===== config.mk =====
export PLATFORM = sky130hd
export DESIGN_NAME = ctrl_pipe_flat
export DESIGN_NICKNAME = d
export VERILOG_FILES = /design/src/rtl/ctrl_pipe_if.sv /design/src/rtl/ctrl_pipe.sv /design/src/flat_wrapper.sv
export SDC_FILE = /design/constraint.sdc
export NUM_CORES = 1
export LEC_CHECK = 0
export BUFFER_PORTS_ARGS = -buffer_cell sky130_fd_sc_hd__buf_2
export CAP_MARGIN = 40
export CORE_UTILIZATION = 45
export CTS_BUF_LIST = sky130_fd_sc_hd__clkbuf_8
export DETAILED_ROUTE_END_ITERATION = 16
export PLACE_DENSITY = 0.74
export SLEW_MARGIN = 10
export SYNTH_ARGS = -nofsm -noshare
export SYNTH_HDL_FRONTEND = slang
export SYNTH_SLANG_ARGS = --single-unit

===== constraint.sdc =====
create_clock -name Clk -period 3.9 [get_ports Clk]
set_input_delay 0.39 -clock Clk [delete_from_list [all_inputs] [get_ports Clk]]
set_output_delay 0.39 -clock Clk [all_outputs]
set_load 0.005 [all_outputs]

===== src/rtl/ctrl_pipe_if.sv =====
// ctrl_pipe_if: ID-stage control bundle and register fields in, staged controls,
// hazard and forwarding selects out. master = decode/datapath side, slave = ctrl_pipe.
interface ctrl_pipe_if;
  logic       RegDst, RegWrite, ALUSrc, Branch, MemRead, MemWrite, MemtoReg, ALUOp;
  logic [1:0] id_rs, id_rt, id_rd;
  logic       Zero;
  logic       ex_RegDst, ex_ALUSrc, ex_ALUOp, ex_Branch;
  logic       mem_MemRead, mem_MemWrite;
  logic       wb_RegWrite, wb_MemtoReg;
  logic [1:0] wb_WriteReg;
  logic       PCSrc, Stall, Flush;
  logic [1:0] ForwardA, ForwardB;

  modport master (
    output RegDst, RegWrite, ALUSrc, Branch, MemRead, MemWrite, MemtoReg, ALUOp,
    output id_rs, id_rt, id_rd, Zero,
    input  ex_RegDst, ex_ALUSrc, ex_ALUOp, ex_Branch, mem_MemRead, mem_MemWrite,
    input  wb_RegWrite, wb_MemtoReg, wb_WriteReg, PCSrc, Stall, Flush, ForwardA, ForwardB
  );

  modport slave (
    input  RegDst, RegWrite, ALUSrc, Branch, MemRead, MemWrite, MemtoReg, ALUOp,
    input  id_rs, id_rt, id_rd, Zero,
    output ex_RegDst, ex_ALUSrc, ex_ALUOp, ex_Branch, mem_MemRead, mem_MemWrite,
    output wb_RegWrite, wb_MemtoReg, wb_WriteReg, PCSrc, Stall, Flush, ForwardA, ForwardB
  );
endinterface


===== src/rtl/ctrl_pipe.sv =====
// ctrl_pipe: ID->EX->MEM->WB control pipeline with branch flush and load-use stall.
// Define CTRL_PIPE_FORWARD_EN for EX operand forwarding; otherwise stall on any in-flight RAW.
module ctrl_pipe (
  input logic        Clk,
  input logic        Clear,
  ctrl_pipe_if.slave bus
);

  logic       r_RegDst_p0, r_RegWrite_p0, r_ALUSrc_p0, r_Branch_p0;
  logic       r_MemRead_p0, r_MemWrite_p0, r_MemtoReg_p0, r_ALUOp_p0;
  logic [1:0] r_rt_p0, r_rd_p0;
`ifdef CTRL_PIPE_FORWARD_EN
  logic [1:0] r_rs_p0;
`endif
  logic       r_RegWrite_p1, r_MemRead_p1, r_MemWrite_p1, r_MemtoReg_p1;
  logic [1:0] r_dst_p1;
  logic       r_RegWrite_p2, r_MemtoReg_p2;
  logic [1:0] r_dst_p2;

  logic [1:0] w_ex_dst;
  logic       w_pcsrc, w_hazard, w_bubble, w_id_hits_ex;
  logic [1:0] w_fwd_a, w_fwd_b;

  assign w_ex_dst     = r_RegDst_p0 ? r_rd_p0 : r_rt_p0;
  assign w_pcsrc      = r_Branch_p0 & bus.Zero;
  assign w_id_hits_ex = (w_ex_dst == bus.id_rs) | (w_ex_dst == bus.id_rt);

`ifdef CTRL_PIPE_FORWARD_EN
  assign w_hazard = r_MemRead_p0 & r_RegWrite_p0 & w_id_hits_ex;
  // MEM result is newer than WB, so it takes priority
  assign w_fwd_a  = (r_RegWrite_p1 && (r_dst_p1 == r_rs_p0)) ? 2'b10 :
                    (r_RegWrite_p2 && (r_dst_p2 == r_rs_p0)) ? 2'b01 : 2'b00;
  assign w_fwd_b  = (r_RegWrite_p1 && (r_dst_p1 == r_rt_p0)) ? 2'b10 :
                    (r_RegWrite_p2 && (r_dst_p2 == r_rt_p0)) ? 2'b01 : 2'b00;
`else
  logic w_id_hits_mem;
  assign w_id_hits_mem = (r_dst_p1 == bus.id_rs) | (r_dst_p1 == bus.id_rt);
  assign w_hazard = (r_RegWrite_p0 & w_id_hits_ex) | (r_RegWrite_p1 & w_id_hits_mem);
  assign w_fwd_a  = 2'b00;
  assign w_fwd_b  = 2'b00;
`endif

  // a taken branch squashes the ID instruction, which also removes any stall it caused
  assign w_bubble = w_pcsrc | w_hazard;

  // ID -> EX
  always_ff @(posedge Clk or posedge Clear) begin
    if (Clear) begin
      r_RegDst_p0   <= 1'b0;
      r_RegWrite_p0 <= 1'b0;
      r_ALUSrc_p0   <= 1'b0;
      r_Branch_p0   <= 1'b0;
      r_MemRead_p0  <= 1'b0;
      r_MemWrite_p0 <= 1'b0;
      r_MemtoReg_p0 <= 1'b0;
      r_ALUOp_p0    <= 1'b0;
      r_rt_p0       <= 2'b00;
      r_rd_p0       <= 2'b00;
`ifdef CTRL_PIPE_FORWARD_EN
      r_rs_p0       <= 2'b00;
`endif
    end else if (w_bubble) begin
      r_RegDst_p0   <= 1'b0;
      r_RegWrite_p0 <= 1'b0;
      r_ALUSrc_p0   <= 1'b0;
      r_Branch_p0   <= 1'b0;
      r_MemRead_p0  <= 1'b0;
      r_MemWrite_p0 <= 1'b0;
      r_MemtoReg_p0 <= 1'b0;
      r_ALUOp_p0    <= 1'b0;
      r_rt_p0       <= 2'b00;
      r_rd_p0       <= 2'b00;
`ifdef CTRL_PIPE_FORWARD_EN
      r_rs_p0       <= 2'b00;
`endif
    end else begin
      r_RegDst_p0   <= bus.RegDst;
      r_RegWrite_p0 <= bus.RegWrite;
      r_ALUSrc_p0   <= bus.ALUSrc;
      r_Branch_p0   <= bus.Branch;
      r_MemRead_p0  <= bus.MemRead;
      r_MemWrite_p0 <= bus.MemWrite;
      r_MemtoReg_p0 <= bus.MemtoReg;
      r_ALUOp_p0    <= bus.ALUOp;
      r_rt_p0       <= bus.id_rt;
      r_rd_p0       <= bus.id_rd;
`ifdef CTRL_PIPE_FORWARD_EN
      r_rs_p0       <= bus.id_rs;
`endif
    end
  end

  // EX -> MEM and MEM -> WB
  always_ff @(posedge Clk or posedge Clear) begin
    if (Clear) begin
      r_RegWrite_p1 <= 1'b0;
      r_MemRead_p1  <= 1'b0;
      r_MemWrite_p1 <= 1'b0;
      r_MemtoReg_p1 <= 1'b0;
      r_dst_p1      <= 2'b00;
      r_RegWrite_p2 <= 1'b0;
      r_MemtoReg_p2 <= 1'b0;
      r_dst_p2      <= 2'b00;
    end else begin
      r_RegWrite_p1 <= r_RegWrite_p0;
      r_MemRead_p1  <= r_MemRead_p0;
      r_MemWrite_p1 <= r_MemWrite_p0;
      r_MemtoReg_p1 <= r_MemtoReg_p0;
      r_dst_p1      <= w_ex_dst;
      r_RegWrite_p2 <= r_RegWrite_p1;
      r_MemtoReg_p2 <= r_MemtoReg_p1;
      r_dst_p2      <= r_dst_p1;
    end
  end

  assign bus.ex_RegDst    = r_RegDst_p0;
  assign bus.ex_ALUSrc    = r_ALUSrc_p0;
  assign bus.ex_ALUOp     = r_ALUOp_p0;
  assign bus.ex_Branch    = r_Branch_p0;
  assign bus.mem_MemRead  = r_MemRead_p1;
  assign bus.mem_MemWrite = r_MemWrite_p1;
  assign bus.wb_RegWrite  = r_RegWrite_p2;
  assign bus.wb_MemtoReg  = r_MemtoReg_p2;
  assign bus.wb_WriteReg  = r_dst_p2;
  assign bus.PCSrc        = w_pcsrc;
  assign bus.Flush        = w_pcsrc;
  assign bus.Stall        = w_hazard & ~w_pcsrc;
  assign bus.ForwardA     = w_fwd_a;
  assign bus.ForwardB     = w_fwd_b;

endmodule


===== src/flat_wrapper.sv =====
// flat-port wrapper written by rule: the top's interface ports become plain ports
module ctrl_pipe_flat 
  (Clk, Clear, bus_RegDst, bus_RegWrite, bus_ALUSrc, bus_Branch, bus_MemRead, bus_MemWrite, bus_MemtoReg, bus_ALUOp, bus_id_rs, bus_id_rt, bus_id_rd, bus_Zero, bus_ex_RegDst, bus_ex_ALUSrc, bus_ex_ALUOp, bus_ex_Branch, bus_mem_MemRead, bus_mem_MemWrite, bus_wb_RegWrite, bus_wb_MemtoReg, bus_wb_WriteReg, bus_PCSrc, bus_Stall, bus_Flush, bus_ForwardA, bus_ForwardB);
  ctrl_pipe_if bus_i ();
  input logic Clk;
  input logic Clear;
  input wire logic [$bits(bus_i.RegDst)-1:0] bus_RegDst;
  input wire logic [$bits(bus_i.RegWrite)-1:0] bus_RegWrite;
  input wire logic [$bits(bus_i.ALUSrc)-1:0] bus_ALUSrc;
  input wire logic [$bits(bus_i.Branch)-1:0] bus_Branch;
  input wire logic [$bits(bus_i.MemRead)-1:0] bus_MemRead;
  input wire logic [$bits(bus_i.MemWrite)-1:0] bus_MemWrite;
  input wire logic [$bits(bus_i.MemtoReg)-1:0] bus_MemtoReg;
  input wire logic [$bits(bus_i.ALUOp)-1:0] bus_ALUOp;
  input wire logic [$bits(bus_i.id_rs)-1:0] bus_id_rs;
  input wire logic [$bits(bus_i.id_rt)-1:0] bus_id_rt;
  input wire logic [$bits(bus_i.id_rd)-1:0] bus_id_rd;
  input wire logic [$bits(bus_i.Zero)-1:0] bus_Zero;
  output wire logic [$bits(bus_i.ex_RegDst)-1:0] bus_ex_RegDst;
  output wire logic [$bits(bus_i.ex_ALUSrc)-1:0] bus_ex_ALUSrc;
  output wire logic [$bits(bus_i.ex_ALUOp)-1:0] bus_ex_ALUOp;
  output wire logic [$bits(bus_i.ex_Branch)-1:0] bus_ex_Branch;
  output wire logic [$bits(bus_i.mem_MemRead)-1:0] bus_mem_MemRead;
  output wire logic [$bits(bus_i.mem_MemWrite)-1:0] bus_mem_MemWrite;
  output wire logic [$bits(bus_i.wb_RegWrite)-1:0] bus_wb_RegWrite;
  output wire logic [$bits(bus_i.wb_MemtoReg)-1:0] bus_wb_MemtoReg;
  output wire logic [$bits(bus_i.wb_WriteReg)-1:0] bus_wb_WriteReg;
  output wire logic [$bits(bus_i.PCSrc)-1:0] bus_PCSrc;
  output wire logic [$bits(bus_i.Stall)-1:0] bus_Stall;
  output wire logic [$bits(bus_i.Flush)-1:0] bus_Flush;
  output wire logic [$bits(bus_i.ForwardA)-1:0] bus_ForwardA;
  output wire logic [$bits(bus_i.ForwardB)-1:0] bus_ForwardB;
  assign bus_i.RegDst = bus_RegDst;
  assign bus_i.RegWrite = bus_RegWrite;
  assign bus_i.ALUSrc = bus_ALUSrc;
  assign bus_i.Branch = bus_Branch;
  assign bus_i.MemRead = bus_MemRead;
  assign bus_i.MemWrite = bus_MemWrite;
  assign bus_i.MemtoReg = bus_MemtoReg;
  assign bus_i.ALUOp = bus_ALUOp;
  assign bus_i.id_rs = bus_id_rs;
  assign bus_i.id_rt = bus_id_rt;
  assign bus_i.id_rd = bus_id_rd;
  assign bus_i.Zero = bus_Zero;
  assign bus_ex_RegDst = bus_i.ex_RegDst;
  assign bus_ex_ALUSrc = bus_i.ex_ALUSrc;
  assign bus_ex_ALUOp = bus_i.ex_ALUOp;
  assign bus_ex_Branch = bus_i.ex_Branch;
  assign bus_mem_MemRead = bus_i.mem_MemRead;
  assign bus_mem_MemWrite = bus_i.mem_MemWrite;
  assign bus_wb_RegWrite = bus_i.wb_RegWrite;
  assign bus_wb_MemtoReg = bus_i.wb_MemtoReg;
  assign bus_wb_WriteReg = bus_i.wb_WriteReg;
  assign bus_PCSrc = bus_i.PCSrc;
  assign bus_Stall = bus_i.Stall;
  assign bus_Flush = bus_i.Flush;
  assign bus_ForwardA = bus_i.ForwardA;
  assign bus_ForwardB = bus_i.ForwardB;
  ctrl_pipe u_core (.Clk(Clk), .Clear(Clear), .bus(bus_i));
endmodule

==> flow_metrics.py <==
metrics = {
    "run_status": {
        "status": "finished clean",
    },
    "timing": {
        "skew_ns": 0.00433,
        "fmaxAchievable_ghz": 0.420,
        "finalMaxSlewViolations": 0,
        "rsz0062_at_grt": "no",
        "finalCritPeriodShare_pct": 61.1,
        "fin_tns_setup_ns": 0,
        "slew-limit-headroom_pct": 45.7,
        "hold_viol_final": 0,
        "setup_viol": 0,
        "worstMarginPinSlew_ns": 0.812,
        "finalCriticalPeriod_ns": 2.38,
    },
    "yosys": {
        "syn_area_per_cell_um2": 11.8,
        "ys_warn_count": 0,
        "syn_inst": 77,
        "yosysUniqueCellTypes": 17,
        "ys_ff_latch": 22,
        "synth_area_um2": 908,
        "synth_seq_area_share_pct": 60.6,
    },
    "global_route": {
        "grt_max_degree": 23,
        "track_usage_pct": 16.4,
        "overflow": 0,
        "grt_pass1_wl_um": 2400,
        "antenna_found_initial": 0,
        "grt_pass1_vias": 544,
    },
    "power_and_ir_drop": {
        "seqPwrFrac_pct": 42.3,
        "power_switching_uw": 322,
        "p_leak_uw": 0.000588,
        "pwr-share-clk_pct": 22.3,
        "swShare_pct": 34.0,
        "internal_power_uw": 624,
        "comb_power_share_pct": 35.4,
        "design_power_total_uw": 946,
        "peakVddDrop_uv": 450,
        "power_density_mw_per_mm2": 855,
    },
    "final_layout": {
        "final_cell_mix": "buf_2 (29), dfrtp_1 (22), nand2_1 (13), a211oi_1 (12), xnor2_1 (8)",
        "areaGrowthSynthToFinish_pct": 21.8,
        "nets": 122,
        "final_common_cell": "buf_2",
        "drive_gt1_share_pct": 33.7,
        "antenna-diode-count": 0,
        "nFillCells": 158,
    },
    "die": {
        "die_h_um": 46.9,
        "initial_core_util_pct": 50.4,
        "rows": 15,
        "core_mm2": 0.00180,
        "dieWidth_um": 46.9,
        "die_area_mm2": 0.00220,
        "io_pins": 34,
    },
    "hold_path": {
        "hold_path_class": "primary input to async pin",
    },
    "drt": {
        "routed_wl_um": 1600,
        "ant_nets": 0,
        "num_vias": 603,
        "wl_per_cell_um": 12.4,
        "post-route-drc-count": 0,
        "drt_first_iter_violations": 5,
        "drtPass1Iterations": 2,
        "vias_per_cell": 4.67,
    },
    "placement": {
        "port_buffers": 29,
        "place_congestion": 0.726,
        "dp_hpwl_um": 1100,
    },
    "cts": {
        "cts-root-buf": "clkbuf_8",
        "numCtsBuffers": 3,
        "cts_setup_buffers": 0,
        "cts.sinks": 22,
        "clock_latency_ns": 0.26,
        "cts_tree": "built",
        "cts_resized": 0,
        "path_clk_slew_ns": 0.08,
        "holdBufCountCts": 0,
        "cts.htree.levels": 1,
        "clock_path_buffers": 2,
    },
    "job": {
        "maxCapViolations": 0,
    },
    "setup_path": {
        "crit_path_start_kind": "flip-flop",
        "critPathMaxFanout": 13,
        "crit_required_ns": 3.51,
        "worstPathArrival_ns": 1.99,
        "end_kind": "output port",
        "crit_type": "flip-flop to output port",
    },
}
## per-stage QoR
step | hold WS (ns) | setup slack (ns) | util, % | instances | cell area (um2)
CTS | 0.301 | 1.53 | 61.4 | 129 | 1110
finish | 0.263 | 1.52 | 61.4 | 129 | 1110
global route | 0.342 | 1.37 | 61.4 | 129 | 1110
detailed placement | 0.335 | 1.75 | 57.4 | 125 | 1030
global placement | 0.332 | 1.84 | 57.4 | 125 | 1030
floorplan | 0.331 | 2.26 | - | 80 | 920
## registers in the layout, summed over array words and instances (netlist names), 2 cells and up
signal and cells:
u_core.r_rt_p0 2, u_core.r_rd_p0 2, u_core.bus.wb_WriteReg 2, u_core.r_dst_p1 2
## metal layers
| layer | track usage, % | routed length [um] |
|---|---|---|
| met1 | 20.5 | 726 |
| met5 | 0 | 0 |
| met2 | 26.7 | 781 |
| met4 | 12.0 | 41 |
| met3 | 1.15 | 51 |
## synthesized netlist by cell type, drive strengths merged
| master | instances | share of area (%) |
|---|---|---|
| dfrtp | 22 | 61 |
| nand2 | 13 | 5.4 |
| a211oi | 12 | 9.9 |
| xnor2 | 8 | 7.7 |
| buf | 7 | 5.9 |
| inv | 5 | 2.1 |
| clkbuf | 2 | 0.83 |
| mux2i | 2 | 2.6 |
| a22oi | 1 | 0.83 |
| conb | 1 | 0.41 |
| nor2 | 1 | 0.41 |
| o211a | 1 | 1.1 |
| o21bai | 1 | 0.83 |
| o22ai | 1 | 1.4 |
## logic make-up (layout without fill, tap and decap cells)
kind of cell    count (synthesis)  in the layout  synth area share (%)
buf+inv                        14             38                  8.82
mux                             2              2                  2.62
other cells                     1              4                 0.413
simple gates                   14             14                  5.79
xor+xnor                        8              8                  7.71
compound gates                 16             16                  14.1
flops                          22             22                  60.6
## layout make-up
class | instances | area, um2 | share of cell area, %
clock buffers | 3 | 41.3 | 3.73
clock inverters | 1 | 30.0 | 2.71
inverters | 5 | 18.8 | 1.70
multi-input cells | 44 | 289 | 26.1
flip-flops and latches | 22 | 551 | 49.8
well taps | 25 | 31.3 | 2.83
repair buffers | 29 | 145 | 13.1
## power by group through the flow
stage	Sequential (uW)	Clock (uW)	Combinational [uW]
CTS	399	213	338
global placement	399	0	325
floorplan	391	0	264
finish	400	211	335
global route	414	222	372
detailed placement	403	0	332
## critical path, stage by stage (launching register included)
cell	delay, ns
dfrtp_1	0.42
mux2i_1	0.39
xnor2_1	0.13
o22ai_2	0.46
o211a_1	0.23
buf_2	0.10
## worst paths after layout
check | start | cells after the start | slack (ns) | endpoint
max in group asynchronous | Clear | 2 | 3.15 | u_core.r_rd_p0[1]$_DFF_PP0_
worst min register to register | u_core.r_MemtoReg_p0$_DFF_PP0_ | 0 | 0.35 | u_core.r_MemtoReg_p1$_DFF_PP0_
min in group Clk | bus_MemtoReg | 3 | 0.34 | u_core.r_MemtoReg_p0$_DFF_PP0_
worst min-delay path | Clear | 2 | 0.26 | u_core.bus.mem_MemRead$_DFF_PP0_
worst max register to register | u_core.bus.ex_RegDst$_DFF_PP0_ | 4 | 2.18 | u_core.r_RegWrite_p0$_DFF_PP0_
worst max-delay path | u_core.bus.ex_RegDst$_DFF_PP0_ | 5 | 1.52 | bus_Stall
Note: power is estimated with default switching activity, not from simulation.
